==> config.mk <==
export PLATFORM = sky130hd
export DESIGN_NAME = score_keeper_flat
export DESIGN_NICKNAME = d
export VERILOG_FILES = /design/src/rtl/score_pkg.sv /design/src/rtl/score_keeper_if.sv /design/src/rtl/bcd_to_7seg.sv /design/src/rtl/score_keeper.sv /design/src/flat_wrapper.sv
export SDC_FILE = /design/constraint.sdc
export NUM_CORES = 1
export LEC_CHECK = 0
export CAP_MARGIN = 0
export CORE_MARGIN = 2
export CORE_UTILIZATION = 28
export CTS_BUF_LIST = sky130_fd_sc_hd__clkbuf_8
export DETAILED_ROUTE_END_ITERATION = 10
export GPL_ROUTABILITY_DRIVEN = 1
export PLACE_DENSITY = 0.54
export SLEW_MARGIN = 20
export SYNTH_ARGS = -nofsm -noshare
export SYNTH_HDL_FRONTEND = slang
export SYNTH_SLANG_ARGS = --single-unit
==> constraint.sdc <==
create_clock -name CLOCK_50 -period 3.1 [get_ports CLOCK_50]
set_input_delay 0.465 -clock CLOCK_50 [delete_from_list [all_inputs] [get_ports CLOCK_50]]
set_output_delay 0.465 -clock CLOCK_50 [all_outputs]
set_load 0.005 [all_outputs]
==> src/rtl/score_pkg.sv <==
// Shared types and constants for the score keeper: FSM encoding, BCD digit type,
// seven-segment codes and a single-digit decimal-adjusting adder.
package score_pkg;

  typedef logic [2:0] state_t;

  localparam state_t IDLE = 3'd0;
  localparam state_t ADD0 = 3'd1;
  localparam state_t ADD1 = 3'd2;
  localparam state_t ADD2 = 3'd3;
  localparam state_t CMP  = 3'd4;

  typedef logic [3:0] bcd_t;

  localparam logic [6:0] SEG_BLANK = 7'h7F;
  localparam logic [6:0] SEG_DIGIT [0:9] = '{
    7'h40, 7'h79, 7'h24, 7'h30, 7'h19,
    7'h12, 7'h02, 7'h78, 7'h00, 7'h10
  };

  localparam logic [11:0] SCORE_MAX = 12'h999;

  // Returns {carry, digit}; inputs are legal digits so the raw sum never exceeds 18.
  function automatic logic [4:0] bcd_add(input bcd_t a, input bcd_t b);
    logic [4:0] sum;
    logic [4:0] adj;
    sum = {1'b0, a} + {1'b0, b};
    adj = sum - 5'd10;
    if (sum > 5'd9) begin
      return {1'b1, adj[3:0]};
    end
    return sum;
  endfunction

endpackage

==> src/rtl/score_keeper_if.sv <==
// Lock-event handshake from the line-clear controller into the score keeper.
interface score_keeper_if;
  logic       clr_valid;
  logic [2:0] clr_lines;
  logic       clr_ready;

  modport master (output clr_valid, output clr_lines, input clr_ready);
  modport slave  (input clr_valid, input clr_lines, output clr_ready);
endinterface

==> src/rtl/bcd_to_7seg.sv <==
// Combinational BCD digit to active-low {g,f,e,d,c,b,a} segments; illegal digits blank.
module bcd_to_7seg
  import score_pkg::*;
(
  input  bcd_t       digit,
  output logic [6:0] seg
);

  always_comb begin
    seg = SEG_BLANK;
    case (digit)
      4'd0: seg = SEG_DIGIT[0];
      4'd1: seg = SEG_DIGIT[1];
      4'd2: seg = SEG_DIGIT[2];
      4'd3: seg = SEG_DIGIT[3];
      4'd4: seg = SEG_DIGIT[4];
      4'd5: seg = SEG_DIGIT[5];
      4'd6: seg = SEG_DIGIT[6];
      4'd7: seg = SEG_DIGIT[7];
      4'd8: seg = SEG_DIGIT[8];
      4'd9: seg = SEG_DIGIT[9];
      default: seg = SEG_BLANK;
    endcase
  end

endmodule

==> src/rtl/score_keeper.sv <==
// Accumulates a saturating 3-digit BCD score from lock events (one digit per cycle),
// tracks the best score, and drives six registered seven-segment displays.
module score_keeper
  import score_pkg::*;
#(
  parameter bcd_t PTS_1 = 4'd1,
  parameter bcd_t PTS_2 = 4'd3,
  parameter bcd_t PTS_3 = 4'd5,
  parameter bcd_t PTS_4 = 4'd8
) (
  input  logic           CLOCK_50,
  input  logic           reset,
  score_keeper_if.slave  clr,
  input  logic           new_game,
  output logic           busy,
  output logic [11:0]    score_bcd,
  output logic [11:0]    best_bcd,
  output logic [6:0]     HEX0,
  output logic [6:0]     HEX1,
  output logic [6:0]     HEX2,
  output logic [6:0]     HEX3,
  output logic [6:0]     HEX4,
  output logic [6:0]     HEX5
);

  state_t     state;
  bcd_t       pts;
  bcd_t       pts_sel;
  logic       carry;
  logic [4:0] units_sum;
  logic [4:0] tens_sum;
  logic [4:0] hund_sum;

  always_comb begin
    pts_sel = 4'd0;
    case (clr.clr_lines)
      3'd0:    pts_sel = 4'd0;
      3'd1:    pts_sel = PTS_1;
      3'd2:    pts_sel = PTS_2;
      3'd3:    pts_sel = PTS_3;
      default: pts_sel = PTS_4;
    endcase
  end

  // Ready depends only on registered state, so there is no valid-to-ready path.
  assign clr.clr_ready = (state == IDLE);
  assign busy          = (state != IDLE);

  assign units_sum = bcd_add(score_bcd[3:0], pts);
  assign tens_sum  = bcd_add(score_bcd[7:4], {3'b000, carry});
  assign hund_sum  = bcd_add(score_bcd[11:8], {3'b000, carry});

  always_ff @(posedge CLOCK_50 or posedge reset) begin
    if (reset) begin
      state     <= IDLE;
      pts       <= 4'd0;
      carry     <= 1'b0;
      score_bcd <= 12'h000;
      best_bcd  <= 12'h000;
    end else if (new_game) begin
      state     <= IDLE;
      carry     <= 1'b0;
      score_bcd <= 12'h000;
    end else begin
      case (state)
        IDLE: begin
          if (clr.clr_valid) begin
            pts   <= pts_sel;
            state <= ADD0;
          end
        end
        ADD0: begin
          score_bcd[3:0] <= units_sum[3:0];
          carry          <= units_sum[4];
          state          <= ADD1;
        end
        ADD1: begin
          score_bcd[7:4] <= tens_sum[3:0];
          carry          <= tens_sum[4];
          state          <= ADD2;
        end
        ADD2: begin
          if (hund_sum[4]) begin
            score_bcd <= SCORE_MAX;
          end else begin
            score_bcd[11:8] <= hund_sum[3:0];
          end
          carry <= 1'b0;
          state <= CMP;
        end
        CMP: begin
          if (score_bcd > best_bcd) begin
            best_bcd <= score_bcd;
          end
          state <= IDLE;
        end
        default: state <= IDLE;
      endcase
    end
  end

  // Digit order: 0..2 score units..hundreds, 3..5 best units..hundreds.
  logic [5:0][3:0] digit;
  logic [5:0][6:0] seg;
  logic [5:0][6:0] hex_q;

  assign digit = {best_bcd, score_bcd};

  for (genvar i = 0; i < 6; i++) begin : g_seg
    bcd_to_7seg u_seg (
      .digit (digit[i]),
      .seg   (seg[i])
    );
  end

  always_ff @(posedge CLOCK_50 or posedge reset) begin
    if (reset) begin
      hex_q <= {6{SEG_DIGIT[0]}};
    end else begin
      hex_q <= seg;
    end
  end

  assign HEX0 = hex_q[0];
  assign HEX1 = hex_q[1];
  assign HEX2 = hex_q[2];
  assign HEX3 = hex_q[3];
  assign HEX4 = hex_q[4];
  assign HEX5 = hex_q[5];

endmodule

==> src/flat_wrapper.sv <==
// flat-port wrapper written by rule: the top's interface ports become plain ports
module score_keeper_flat import score_pkg::*;
#(
  parameter bcd_t PTS_1 = 4'd1,
  parameter bcd_t PTS_2 = 4'd3,
  parameter bcd_t PTS_3 = 4'd5,
  parameter bcd_t PTS_4 = 4'd8
)
  (CLOCK_50, reset, new_game, busy, score_bcd, best_bcd, HEX0, HEX1, HEX2, HEX3, HEX4, HEX5, clr_clr_valid, clr_clr_lines, clr_clr_ready);
  score_keeper_if clr_i ();
  input  logic CLOCK_50;
  input  logic reset;
  input  logic new_game;
  output logic busy;
  output logic [11:0] score_bcd;
  output logic [11:0] best_bcd;
  output logic [6:0] HEX0;
  output logic [6:0] HEX1;
  output logic [6:0] HEX2;
  output logic [6:0] HEX3;
  output logic [6:0] HEX4;
  output logic [6:0] HEX5;
  input wire logic [$bits(clr_i.clr_valid)-1:0] clr_clr_valid;
  input wire logic [$bits(clr_i.clr_lines)-1:0] clr_clr_lines;
  output wire logic [$bits(clr_i.clr_ready)-1:0] clr_clr_ready;
  assign clr_i.clr_valid = clr_clr_valid;
  assign clr_i.clr_lines = clr_clr_lines;
  assign clr_clr_ready = clr_i.clr_ready;
  score_keeper #(.PTS_1(PTS_1), .PTS_2(PTS_2), .PTS_3(PTS_3), .PTS_4(PTS_4)) u_core (.CLOCK_50(CLOCK_50), .reset(reset), .clr(clr_i), .new_game(new_game), .busy(busy), .score_bcd(score_bcd), .best_bcd(best_bcd), .HEX0(HEX0), .HEX1(HEX1), .HEX2(HEX2), .HEX3(HEX3), .HEX4(HEX4), .HEX5(HEX5));
endmodule
==> impl_metrics.ini, run 1 <==
[worst_setup_path]
critical_path_class = reg2reg
crit_path_end_kind = flip-flop
crit_end = u_core.best_bcd[7]
cp-start-kind = flip-flop
r2r_start = u_core.best_bcd[11]
crit_arrival_ns = 3.01
cp.required_ns = 3.37
reg2reg_slack_ns = 0.36
crit_start = u_core.best_bcd[11]
r2r-end = u_core.best_bcd[7]
r2r_cells = 8
crit_fanout = 10

[die]
fp.coreArea_um2 = 15150
rows = 45
die-area_um2 = 16510
die_y_um = 128.5
io_pins = 75
start_util = 0.2865
dieWidth_um = 128.5

[grt]
grt_pass1_vias = 3437
grt_pass1_wl_um = 17130
antenna_found_initial = 0
grt_use_total = 0.1311
grt_overflow = 0
grt_max_degree = 31

[run]
maxCapViolCount = 0

[place]
numPortBuffers = 74
dpl.hpwl_um = 7884
place.gp.congestion = 0.8315

[sta]
rsz0062_at_grt = false
finalHoldViolCount = 0
fmax_ghz = 0.3655
finalSetupViolCount = 0
period_minus_slack_ns = 2.736
skew_ns = 0.01283
tightest_slew_ns = 1.084
max-slew-margin-rel = 0.2732
slew_viol_final = 0
tns_ns = 0
final.period_utilization = 0.8827

[cts]
cts_resized = 0
h-tree-depth = 3
cts.reportedPaths.clkPinSlew_ns = 0.08
root_buffer = clkbuf_8
max-clock-path-buffers = 2
clkLatencyLatePin_ns = 0.36
cts_tree = built
cts_setup_buffers = 0
cts_hold_buf = 0
numCtsBuffers = 9
cts.sinks = 74

[logic_synthesis]
synth_fp_nets = 508
synthFlopType = dfrtp_1
netlist_area_um2 = 4339
ys_ff_latch = 74
yosys_warnings = 0
synth_enable_flop_cells = 0
avgSynthCellArea_um2 = 9.707
synth_cells = 447
yosysSeqAreaShare = 0.4285
synth_cell_types = 55
async_flop_share = 1.000

[routing]
post_drt_wl_per_cell_um = 14.28
vias_per_cell = 4.737
post-route-drc-count = 0
drt_iter0_drc = 160
drt_first_pass_iters = 4
drtAntennaViolNets = 0
route.vias.total = 3458
wl_um = 10420

[layout]
fill_cells = 1477
finish.utilization = 0.3732
area_growth_pct = 30.25
regArea_um2 = 1859
multi_input_area_um2 = 2283
drive_gt1_frac = 0.1089
n_antenna_cell = 0
layout.nets = 598

[outcome]
status = finished, final reports clean

[pwr]
total_leakage_power_uw = 0.002595
ir_drop_uv = 235.6
power_density_nw_per_um2 = 515.0

[worst_hold_path]
hold_path.class = in2async
-- through the flow --
| stage | hold slack, ns | std cells | power (uW) | cell area, um2 | worst slack [ns] |
|---|---|---|---|---|---|
| after floorplan | 0.4526 | 447 | 1649 | 4339 | 0.7387 |
| after global placement | 0.4749 | 714 | 1990 | 5400 | 0.4371 |
| after detailed placement | 0.4846 | 714 | 2003 | 5400 | 0.3942 |
| after CTS | 0.3860 | 730 | 2962 | 5652 | 0.3600 |
| after global routing | 0.4134 | 730 | 3102 | 5652 | 0.1938 |
| final | 0.3963 | 730 | 2910 | 5652 | 0.3637 |
-- routing by layer --
metal / part of all wire / track usage / vias to the layer above
met5: 0 / 0 / -
met4: 0.012 / 0.04072 / 0
met3: 0.043 / 0.03368 / 11
met2: 0.46 / 0.2131 / 65
met1: 0.48 / 0.1717 / 1651
li1: - / - / 1731
-- critical path: stages, from the launching register on --
cell     delay (ns)
dfrtp_1        0.39
inv_1          0.09
ha_1           0.25
a211o_1        0.30
a21oi_1        0.13
o21ai_1        0.09
o31ai_2        0.92
buf_4          0.28
mux2i_1        0.20
-- where the power goes --
part | switching (uW) | total [uW] | internal (uW) | leakage [uW]
sequential | 71.9 | 1140 | 1070 | 0.000880
combinational | 415 | 832 | 417 | 0.00159
clock | 357 | 933 | 576 | 0.000129
total | 844 | 2910 | 2070 | 0.00260
-- cells in the mapped netlist, types with 3 or more instances --
cell type,n,area share
nand3_1,7,0.0081
clkbuf_1,13,0.011
a22o_1,3,0.0061
nor3_1,6,0.0069
ha_1,53,0.15
a22oi_1,3,0.0052
a31oi_1,3,0.0043
mux2i_1,14,0.032
xnor2_1,6,0.012
a211oi_1,4,0.0069
o21ai_0,30,0.035
dfrtp_1,68,0.39
dfstp_2,6,0.036
or2_2,6,0.0087
mux2_2,3,0.0078
nor2b_1,4,0.0058
nand3b_1,3,0.0052
o211ai_1,6,0.010
nand2b_1,7,0.010
nand2_1,44,0.038
a21oi_1,40,0.046
inv_1,35,0.030
o31ai_1,4,0.0069
nand4_1,5,0.0072
nor2_1,37,0.032
-- final cells by class --
type | instances | share of cell area
multi-input combinational | 323 | 0.4040
inverter | 35 | 0.02325
timing repair buffer | 94 | 0.1576
sequential | 74 | 0.3290
clock inverter | 5 | 0.01771
clock buffer | 11 | 0.02679
tap | 188 | 0.04162
-- kinds of logic (layout without fill, tap and decap cells) --
logic type,after synthesis,after routing,synth area share
buf+inv,50,145,0.04527
simple gates,129,129,0.1390
fa+ha+maj,54,54,0.1574
mux,21,21,0.05219
flops,74,74,0.4285
compound gates,111,111,0.1615
xor+xnor,8,8,0.01615
-- worst min path at each step --
stage / cells after the start / startpoint / endpoint
4_1_cts: 2 / reset / u_core.HEX1[2]
5_1_grt: 2 / reset / u_core.HEX1[4]
2_1_floorplan: 2 / u_core.pts[0] / u_core.pts[0]
3_3_place_gp: 2 / u_core.pts[0] / u_core.pts[0]
6_report: 2 / reset / u_core.HEX1[2]
3_5_place_dp: 2 / u_core.pts[0] / u_core.pts[0]
-- registers in the layout (all words and copies together), names as in the netlist --
name,cells
u_core.pts,4
u_core.HEX0,7
u_core.state,3
u_core.HEX5,7
u_core.HEX4,7
u_core.carry,1
u_core.best_bcd,12
u_core.HEX2,7
u_core.HEX3,7
u_core.score_bcd,12
u_core.HEX1,7
-- cells in the final DEF, fill, tap and decap left out, types with 3 or more instances in the layout --
cell | synthesis | routed
a211oi_1 | 4 | 4
dfrtp_1 | 68 | 68
inv_1 | 35 | 34
nand2_1 | 44 | 44
nand3b_1 | 3 | 3
a22o_1 | 3 | 3
a21oi_1 | 40 | 40
dfstp_2 | 6 | 6
o31ai_1 | 4 | 4
nand4_1 | 5 | 5
or2_2 | 6 | 6
ha_1 | 53 | 53
clkdlybuf4s50_1 | 0 | 74
a31oi_1 | 3 | 3
clkbuf_8 | 0 | 11
bufinv_16 | 0 | 3
nor2_1 | 37 | 37
nand3_1 | 7 | 7
a22oi_1 | 3 | 3
xnor2_1 | 6 | 6
o21ai_0 | 30 | 30
o211ai_1 | 6 | 6
nand2b_1 | 7 | 7
mux2i_1 | 14 | 14
nor3_1 | 6 | 6
mux2_2 | 3 | 3
buf_4 | 0 | 20
nor2b_1 | 4 | 4
Power figures use the tool's default switching activity.
==> inputs of run 2 (changes only) <==
--- a/config.mk
+++ b/config.mk
@@ -8,7 +8,7 @@
 export CAP_MARGIN = 0
 export CORE_MARGIN = 2
 export CORE_UTILIZATION = 28
-export CTS_BUF_LIST = sky130_fd_sc_hd__clkbuf_8
+export CTS_BUF_LIST = sky130_fd_sc_hd__clkbuf_8 sky130_fd_sc_hd__clkbuf_16
 export DETAILED_ROUTE_END_ITERATION = 10
 export GPL_ROUTABILITY_DRIVEN = 1
 export PLACE_DENSITY = 0.54
==> impl_metrics.ini, run 2 (synthesis gave the netlist of run 1 again) <==
[grt]
grt_max_degree = 31
grt_overflow = 0
antenna_found_initial = 0
grt_use_total = 0.1332
grt_pass1_wl_um = 17270
grt_pass1_vias = 3424

[cts]
numCtsBuffers = 9
h-tree-depth = 3
cts_hold_buf = 0
cts_setup_buffers = 0
cts.reportedPaths.clkPinSlew_ns = 0.06
cts_resized = 0
root_buffer = clkbuf_16
clkLatencyLatePin_ns = 0.34
cts.sinks = 74
max-clock-path-buffers = 2
cts_tree = built

[routing]
wl_met2_um = 4870
routed.top_layer = met4
post-route-drc-count = 0
drtAntennaViolNets = 0
drt_iter0_drc = 209
wirelength_met1_um = 5058
drt_first_pass_iters = 4
wl_um = 10530
route.vias.total = 3470
post_drt_wl_per_cell_um = 14.42
vias_per_cell = 4.753
wl_met3_um = 434

[place]
numPortBuffers = 74
place.gp.congestion = 0.8315
dpl.hpwl_um = 7884
dpl_cell_area_um2 = 5400

[worst_setup_path]
r2r_start = u_core.best_bcd[11]
r2r_cells = 8
critical_path_class = reg2reg
crit_arrival_ns = 2.99
crit_fanout = 10
cp.required_ns = 3.36
path_cells = inv_1 > ha_1 > a211o_1 > a21oi_1 > o21ai_1 > o31ai_2 > buf_4 > mux2i_1
crit_start = u_core.best_bcd[11]
crit_path_end_kind = flip-flop
max_stage_delay_ns = 0.93
crit_end = u_core.best_bcd[7]
cpMaxStageDelayCell = o31ai_2
r2r-end = u_core.best_bcd[7]
cp-start-kind = flip-flop
reg2reg_slack_ns = 0.36

[layout]
fill_cells = 1472
final_cell_mix = 74 x clkdlybuf4s50_1, 68 x dfrtp_1, 53 x ha_1, 44 x nand2_1, 40 x a21oi_1
final_common_cell = clkdlybuf4s50_1
area_growth_pct = 32.58
final_cell_area_um2 = 5753
layout.nets = 598
n_antenna_cell = 0
drive_gt1_frac = 0.1089
reg_top3 = u_core.best_bcd (12), u_core.score_bcd (12)

[run]
maxCapViolCount = 0

[die]
dieWidth_um = 128.5
fp.coreArea_um2 = 15150
rows = 45
start_util = 0.2865
die-area_um2 = 16510
io_pins = 75
die_y_um = 128.5

[sta]
slew_viol_final = 0
skew_ns = 0.009721
finalSetupViolCount = 0
fmax_ghz = 0.3653
finalHoldViolCount = 0
max-slew-margin-rel = 0.2686
period_minus_slack_ns = 2.737
tns_ns = 0
tightest_slew_ns = 1.091
rsz0062_at_grt = false
final.period_utilization = 0.8830

[pwr]
power_density_nw_per_um2 = 556.7
ir_drop_uv = 264.3
total_leakage_power_uw = 0.002642

[worst_hold_path]
hold_path.class = in2async

[outcome]
status = finished, final reports clean
run 2: per-stage QoR:
stage	util	hold WS [ns]	std cells	power (uW)	setup slack, ns
final	0.3798	0.4146	730	3203	0.3626
after global routing	0.3798	0.4407	730	3398	0.2019
after CTS	0.3798	0.4200	730	3252	0.3683
after detailed placement	0.3565	0.4846	714	2003	0.3942
after global placement	0.3565	0.4749	714	1990	0.4371
after floorplan	-	0.4526	447	1649	0.7387
run 2: power by group:
group	internal, uW	leakage, uW	switching (uW)
combinational	417	0.00159	415
clock	827	0.000176	397
sequential	1070	0.000880	71.3
run 2: cell type report:
cell class | instances | area (um2) | share of cell area
Timing Repair Buffer | 94 | 890.9 | 0.1548
Sequential cell | 74 | 1859 | 0.3232
Clock inverter | 5 | 100.1 | 0.01740
Tap cell | 188 | 235.2 | 0.04089
Clock buffer | 11 | 252.7 | 0.04393
Multi-Input combinational cell | 323 | 2283 | 0.3969
Inverter | 35 | 131.4 | 0.02284
run 2: worst max-delay path: cells and delay by family, from the launching register on:
| kind | cells | cell delay (ns) |
|---|---|---|
| flip-flops | 1 | 0.38 |
| buffers and inverters | 2 | 0.37 |
| adder cells (fa/ha/maj) | 1 | 0.26 |
| AO/OA/AOI/OAI | 4 | 1.45 |
| multiplexers | 1 | 0.19 |
run 2: worst min-delay path by stage:
stage | from | endpoint | slack, ns | cells past startpoint
CTS | reset | u_core.HEX1[2] | 0.42 | 2
global route | reset | u_core.HEX1[4] | 0.44 | 2
detailed placement | u_core.pts[0] | u_core.pts[0] | 0.48 | 2
global placement | u_core.pts[0] | u_core.pts[0] | 0.47 | 2
floorplan | u_core.pts[0] | u_core.pts[0] | 0.45 | 2
finish | reset | u_core.HEX1[2] | 0.41 | 2
run 2: per-layer routing:
metal / GRT usage / up-vias
met2: 0.2150 / 69
met4: 0.04848 / 0
met3: 0.03493 / 14
met1: 0.1725 / 1650
met5: 0 / -
li1: - / 1737
